File: config.mk
export PLATFORM = sky130hd
export DESIGN_NAME = hex_display_scheduler
export DESIGN_NICKNAME = d
export VERILOG_FILES = /design/src/rtl/hex_display_scheduler.sv
export SDC_FILE = /design/constraint.sdc
export NUM_CORES = 1
export LEC_CHECK = 0
export ABC_AREA = 0
export CORE_AREA = 10 10 100 102
export CTS_CLUSTER_DIAMETER = 200
export CTS_CLUSTER_SIZE = 24
export DETAILED_ROUTE_END_ITERATION = 8
export DIE_AREA = 0 0 110 112
export GPL_TIMING_DRIVEN = 0
export PLACE_DENSITY = 0.65
export SLEW_MARGIN = 15
export SYNTH_ARGS = -nofsm -noshare
export SYNTH_HDL_FRONTEND = slang
export SYNTH_SLANG_ARGS = --single-unit
export TNS_END_PERCENT = 1
File: constraint.sdc
create_clock -name clk -period 2.2 [get_ports clk]
set_clock_uncertainty 0.15 [all_clocks]
set_input_delay 0.66 -clock clk [delete_from_list [all_inputs] [get_ports clk]]
set_output_delay 0.66 -clock clk [all_outputs]
set_load 0.01 [all_outputs]
File: src/rtl/hex_display_scheduler.sv
// hex_display_scheduler: round-robin owner of the 4-digit HEX display bank.
// A granted requester's value is saturated to 9999, converted to BCD by a
// one-shift-per-cycle double-dabble engine, and then published to the
// display registers together with a leading-zero blank mask.
module hex_display_scheduler #(
    parameter int unsigned NREQ  = 2,
    parameter int unsigned WIDTH = 14
) (
    input  logic                    clk,
    input  logic                    reset,
    input  logic [NREQ-1:0]         req,
    input  logic [NREQ*WIDTH-1:0]   value,
    output logic [NREQ-1:0]         ack,
    output logic                    busy,
    output logic [15:0]             digits,
    output logic [3:0]              blank_mask,
    output logic [1:0]              owner,
    output logic                    ovf
);

    localparam int unsigned      CW      = $clog2(WIDTH + 1);
    localparam logic [WIDTH-1:0] MAX_BIN = WIDTH'(9999);

    typedef enum logic [1:0] {
        IDLE,
        LOAD,
        SHIFT,
        DONE
    } state_t;

    state_t           state_q, state_d;
    logic [1:0]       rr_q, rr_d;
    logic [1:0]       grant_q, grant_d;
    logic [WIDTH-1:0] bin_q, bin_d;
    logic [15:0]      bcd_q, bcd_d;
    logic [CW-1:0]    cnt_q, cnt_d;
    logic             ovf_int_q, ovf_int_d;
    logic [NREQ-1:0]  ack_q, ack_d;
    logic [15:0]      digits_q, digits_d;
    logic [3:0]       blank_q, blank_d;
    logic [1:0]       owner_q, owner_d;
    logic             ovf_q, ovf_d;

    logic             req_found;
    logic [1:0]       req_pick;
    logic [WIDTH-1:0] sel_value;
    logic [15:0]      bcd_adj;
    logic [15:0]      bcd_sh;
    logic [WIDTH-1:0] bin_sh;

    // Cyclic search: first requester at or above the rr pointer, else wrap to the lowest.
    always_comb begin
        req_found = 1'b0;
        req_pick  = '0;
        for (int unsigned j = 0; j < NREQ; j++) begin
            if (!req_found && req[j] && (j >= 32'(rr_q))) begin
                req_found = 1'b1;
                req_pick  = 2'(j);
            end
        end
        for (int unsigned j = 0; j < NREQ; j++) begin
            if (!req_found && req[j]) begin
                req_found = 1'b1;
                req_pick  = 2'(j);
            end
        end
    end

    // Select the granted requester's value slice.
    always_comb begin
        sel_value = '0;
        for (int unsigned j = 0; j < NREQ; j++) begin
            if (grant_q == 2'(j)) begin
                sel_value = value[j*WIDTH +: WIDTH];
            end
        end
    end

    // One double-dabble step: add 3 to nibbles >= 5, then shift {bcd, bin} left.
    always_comb begin
        bcd_adj = bcd_q;
        for (int unsigned k = 0; k < 4; k++) begin
            if (bcd_q[4*k +: 4] >= 4'd5) begin
                bcd_adj[4*k +: 4] = bcd_q[4*k +: 4] + 4'd3;
            end
        end
        bcd_sh = {bcd_adj[14:0], bin_q[WIDTH-1]};
        bin_sh = {bin_q[WIDTH-2:0], 1'b0};
    end

    // Next-state and output-register logic for the IDLE/LOAD/SHIFT/DONE sequence.
    always_comb begin
        state_d   = state_q;
        rr_d      = rr_q;
        grant_d   = grant_q;
        bin_d     = bin_q;
        bcd_d     = bcd_q;
        cnt_d     = cnt_q;
        ovf_int_d = ovf_int_q;
        ack_d     = '0;
        digits_d  = digits_q;
        blank_d   = blank_q;
        owner_d   = owner_q;
        ovf_d     = ovf_q;
        case (state_q)
            IDLE: begin
                if (req_found) begin
                    grant_d = req_pick;
                    state_d = LOAD;
                end
            end
            LOAD: begin
                if (sel_value > MAX_BIN) begin
                    bin_d     = MAX_BIN;
                    ovf_int_d = 1'b1;
                end else begin
                    bin_d     = sel_value;
                    ovf_int_d = 1'b0;
                end
                bcd_d   = '0;
                cnt_d   = CW'(WIDTH);
                state_d = SHIFT;
            end
            SHIFT: begin
                bcd_d = bcd_sh;
                bin_d = bin_sh;
                cnt_d = cnt_q - CW'(1);
                // Display registers and ack are loaded on the edge entering DONE,
                // so they are visible during the DONE cycle together with ack.
                if (cnt_q == CW'(1)) begin
                    state_d  = DONE;
                    digits_d = bcd_sh;
                    blank_d  = {bcd_sh[15:12] == 4'd0, bcd_sh[15:8] == 8'd0,
                                bcd_sh[15:4] == 12'd0, 1'b0};
                    owner_d  = grant_q;
                    ovf_d    = ovf_int_q;
                    for (int unsigned j = 0; j < NREQ; j++) begin
                        ack_d[j] = (grant_q == 2'(j));
                    end
                end
            end
            DONE: begin
                rr_d    = (grant_q == 2'(NREQ - 1)) ? 2'd0 : grant_q + 2'd1;
                state_d = IDLE;
            end
            default: state_d = IDLE;
        endcase
    end

    // State and datapath registers with asynchronous active-low reset.
    always_ff @(posedge clk or negedge reset) begin
        if (!reset) begin
            state_q   <= IDLE;
            rr_q      <= '0;
            grant_q   <= '0;
            bin_q     <= '0;
            bcd_q     <= '0;
            cnt_q     <= '0;
            ovf_int_q <= 1'b0;
            ack_q     <= '0;
            digits_q  <= '0;
            blank_q   <= 4'b1110;
            owner_q   <= '0;
            ovf_q     <= 1'b0;
        end else begin
            state_q   <= state_d;
            rr_q      <= rr_d;
            grant_q   <= grant_d;
            bin_q     <= bin_d;
            bcd_q     <= bcd_d;
            cnt_q     <= cnt_d;
            ovf_int_q <= ovf_int_d;
            ack_q     <= ack_d;
            digits_q  <= digits_d;
            blank_q   <= blank_d;
            owner_q   <= owner_d;
            ovf_q     <= ovf_d;
        end
    end

    assign ack        = ack_q;
    assign busy       = (state_q != IDLE);
    assign digits     = digits_q;
    assign blank_mask = blank_q;
    assign owner      = owner_q;
    assign ovf        = ovf_q;

endmodule

==> results.cfg <==
[drt]
vias_per_cell = 5.07
routedWlPerCell_um = 14.6
vias = 2580
drc = 0
drt-pass1-iter-count = 4
routed_wirelength_um = 7450
detail-route-antenna-nets = 0
drtIter0Drc = 136

[synthesis]
synth_flop_cell = dfrtp_1
postSynth.asyncResetShare_pct = 100
yosys_warnings = 0
synth-seq-cells = 62
yosys.cell_types.count = 40
avgSynthCellArea_um2 = 9.61
postSynthCellCount = 328
ys_seq_area_share_pct = 49.3
synth_edf_count = 0
syn-cell-area_um2 = 3150

[placed_design]
routabilityCongestion = 0.814
place_hpwl_um = 5760
port_buffers = 55
pre_cts_slack_ns = -0.394
dpl.cell_count = 490
dpl-instance-area_um2 = 3860

[cells_and_area]
antennaDiodeCount = 0
utilization_pct = 51.6
final_nets = 446
n_fill_cell = 755
layoutNonFillerInstCount = 509
drive_gt1_share_pct = 13.6
register_area_um2 = 1560
syn_to_final_growth_pct = 31.7
multi_input_area_um2 = 1480
final_area_um2 = 4150

[sta]
rsz0062_at_grt = yes
fin_ws_ns = 0.0782
fin_crit_sh_pct = 96.4
setup_viol = 0
hold_viol = 0
slew_headroom_pct = 65.1
max_slew.worst_pin.slew_ns = 0.523
slew_viol_final = 0
layout_min_cycle_time_ns = 2.12
fmaxAchievable_ghz = 0.471

[setup_path]
critPathArrivalTime_ns = 1.31
r2r_setup_slack_ns = 0.08
r2r_cells = 7
worst_setup_path_end_kind = output pin
rr_startpoint = bcd_q[8]
slowest_stage = dfrtp_1
startpoint_type = flip-flop
critical_path_required_ns = 1.39
reg2reg_to = blank_mask[1]
worst-setup-path-type = flip-flop to output pin
slowest_delay_ns = 0.41
path_max_fanout = 4
path_cells = inv_2 > ha_4 > inv_1 > dlygate4sd2_1

[pwr]
leakage_nw = 1.78
cellPowerDensity_nw_per_um2 = 1040
ir_worst_vdd_uv = 426
p_total_w = 0.00430

[flow_run]
max_cap_viol_count = 0

[die]
initial_core_util_pct = 39.1
die_x_um = 110
dieArea_um2 = 12300
io_pins = 58
rows = 33
core_um2 = 8050
die_h_um = 112

[clock_network]
cts_buffer_depth = 2
htreeDepth = 3
cts.sink_count = 62
clock_latency_ns = 0.34
path_clk_slew_ns = 0.06
cts_tree = done
ctsHoldBuffers = 0
cts-root-buf = clkbuf_8
cts_buffers = 9

[worst_hold_path]
min_path_type = primary input to async pin

[grt]
grt_max_degree = 50
antenna_found_initial = 0
grt_pass1_vias = 2742
grt_overflow = 0
grt_pass1_wl_um = 12700
track_usage_pct = 12.8

[status]
outcome = finished, final reports clean
-- final cells by class --
cell class                      count  share of cell area, %
Buffer                             17                   1.90
Timing Repair Buffer               60                   14.5
Tap cell                          105                   3.16
Clock inverter                      4                   1.69
Inverter                           23                   2.08
Clock buffer                       11                   3.65
Multi-Input combinational cell    227                   35.6
Sequential cell                    62                   37.5
-- through the flow --
| step | setup TNS [ns] | hold WS, ns |
|---|---|---|
| 3_3_place_gp | -105.90 | 0.309 |
| 5_1_grt | -0.0119 | 0.0224 |
| 6_report | 0 | 0.0228 |
| 2_1_floorplan | 0 | 0.214 |
| 3_5_place_dp | -3.76 | 0.322 |
| 4_1_cts | -0.0182 | 0.0125 |
-- registers in the layout (all words and copies together), names as in the netlist --
name,count
ovf_int_q,1
grant_q,1
rr_q,1
state_q,2
ovf,1
cnt_q,4
ack,2
bcd_q,16
digits,16
blank_mask,3
bin_q,14
owner,1
-- power breakdown --
part           switching (W)  leakage (nW)  total (W)  internal [W]
sequential          0.000119         0.789    0.00149       0.00137
combinational        0.00104         0.872    0.00170      0.000662
clock               0.000423         0.115    0.00111      0.000689
-- cells in the final DEF, fill, tap and decap left out, drive strengths merged, types with 12 or more instances in the layout --
master | Yosys | final
dfrtp | 59 | 59
nand2 | 37 | 37
clkbuf | 10 | 22
clkdlybuf4s50 | 0 | 50
ha | 14 | 14
buf | 7 | 12
o21ai | 45 | 45
nor2 | 12 | 12
inv | 23 | 23
a21oi | 23 | 23
mux2i | 13 | 13
o22ai | 13 | 13
-- cell families after synthesis --
kind of cell / after synthesis / share of synthesized area (%)
simple gates: 93 / 14.7
other cells: 1 / 0.119
fa+ha+maj: 14 / 5.56
mux: 22 / 7.34
xor+xnor: 4 / 1.11
flops: 62 / 49.3
buf+inv: 40 / 5.12
compound gates: 92 / 16.7
-- Yosys cell counts (all sizes together), types with 3 or more instances --
cell type	number	area, µm²
and3	6	38.8
a21o	3	22.5
mux2i	13	130
ha	14	175
dfrtp	59	1480
nor3b	3	27.5
mux2	9	101
nand2	37	139
nor3	8	40.0
inv	23	86.3
xnor2	4	35.0
dfstp	3	78.8
a21oi	23	115
nand3b	6	45.0
o22ai	13	81.3
o21ai	45	225
clkbuf	10	37.5
nand2b	4	25.0
buf	7	37.5
nand3	9	45.0
nor2	12	45.0
-- worst max path at each step --
stage / cells past startpoint / from / slack [ns] / to
2_1_floorplan: 7 / bcd_q[8] / 0.18 / blank_mask[1]
3_3_place_gp: 1 / reset / -1.69 / bin_q[4]
3_5_place_dp: 6 / value[21] / -0.39 / bin_q[1]
4_1_cts: 4 / state_q[1] / -0.02 / busy
5_1_grt: 7 / bcd_q[12] / -0.007 / blank_mask[1]
6_report: 4 / state_q[1] / 0.08 / busy
-- critical path, delay by kind of cell (launching register included) --
kind / cells / cell delay [ns]
DFF: 1 / 0.41
adders and majority gates: 1 / 0.14
buffers and inverters: 3 / 0.43
-- layer usage --
| metal | up-vias | part of all wire (%) | routed length, µm | GRT usage [%] |
|---|---|---|---|---|
| met5 | - | 0 | 0 | 0 |
| met4 | 0 | 2.1 | 155 | 5.64 |
| met3 | 12 | 6.6 | 490 | 4.09 |
| met2 | 65 | 48 | 3560 | 21.1 |
| met1 | 1218 | 44 | 3240 | 14.7 |
| li1 | 1285 | - | - | - |
-- what timing repair did --
item	4_1_cts	5_1_grt
pin swaps	0	3
gates resized for setup	6	14
endpoints found under the setup margin	10	22
endpoints found under the hold margin	0	0
buffers inserted	1	3
No activity file was read; power rests on OpenSTA's default activity.
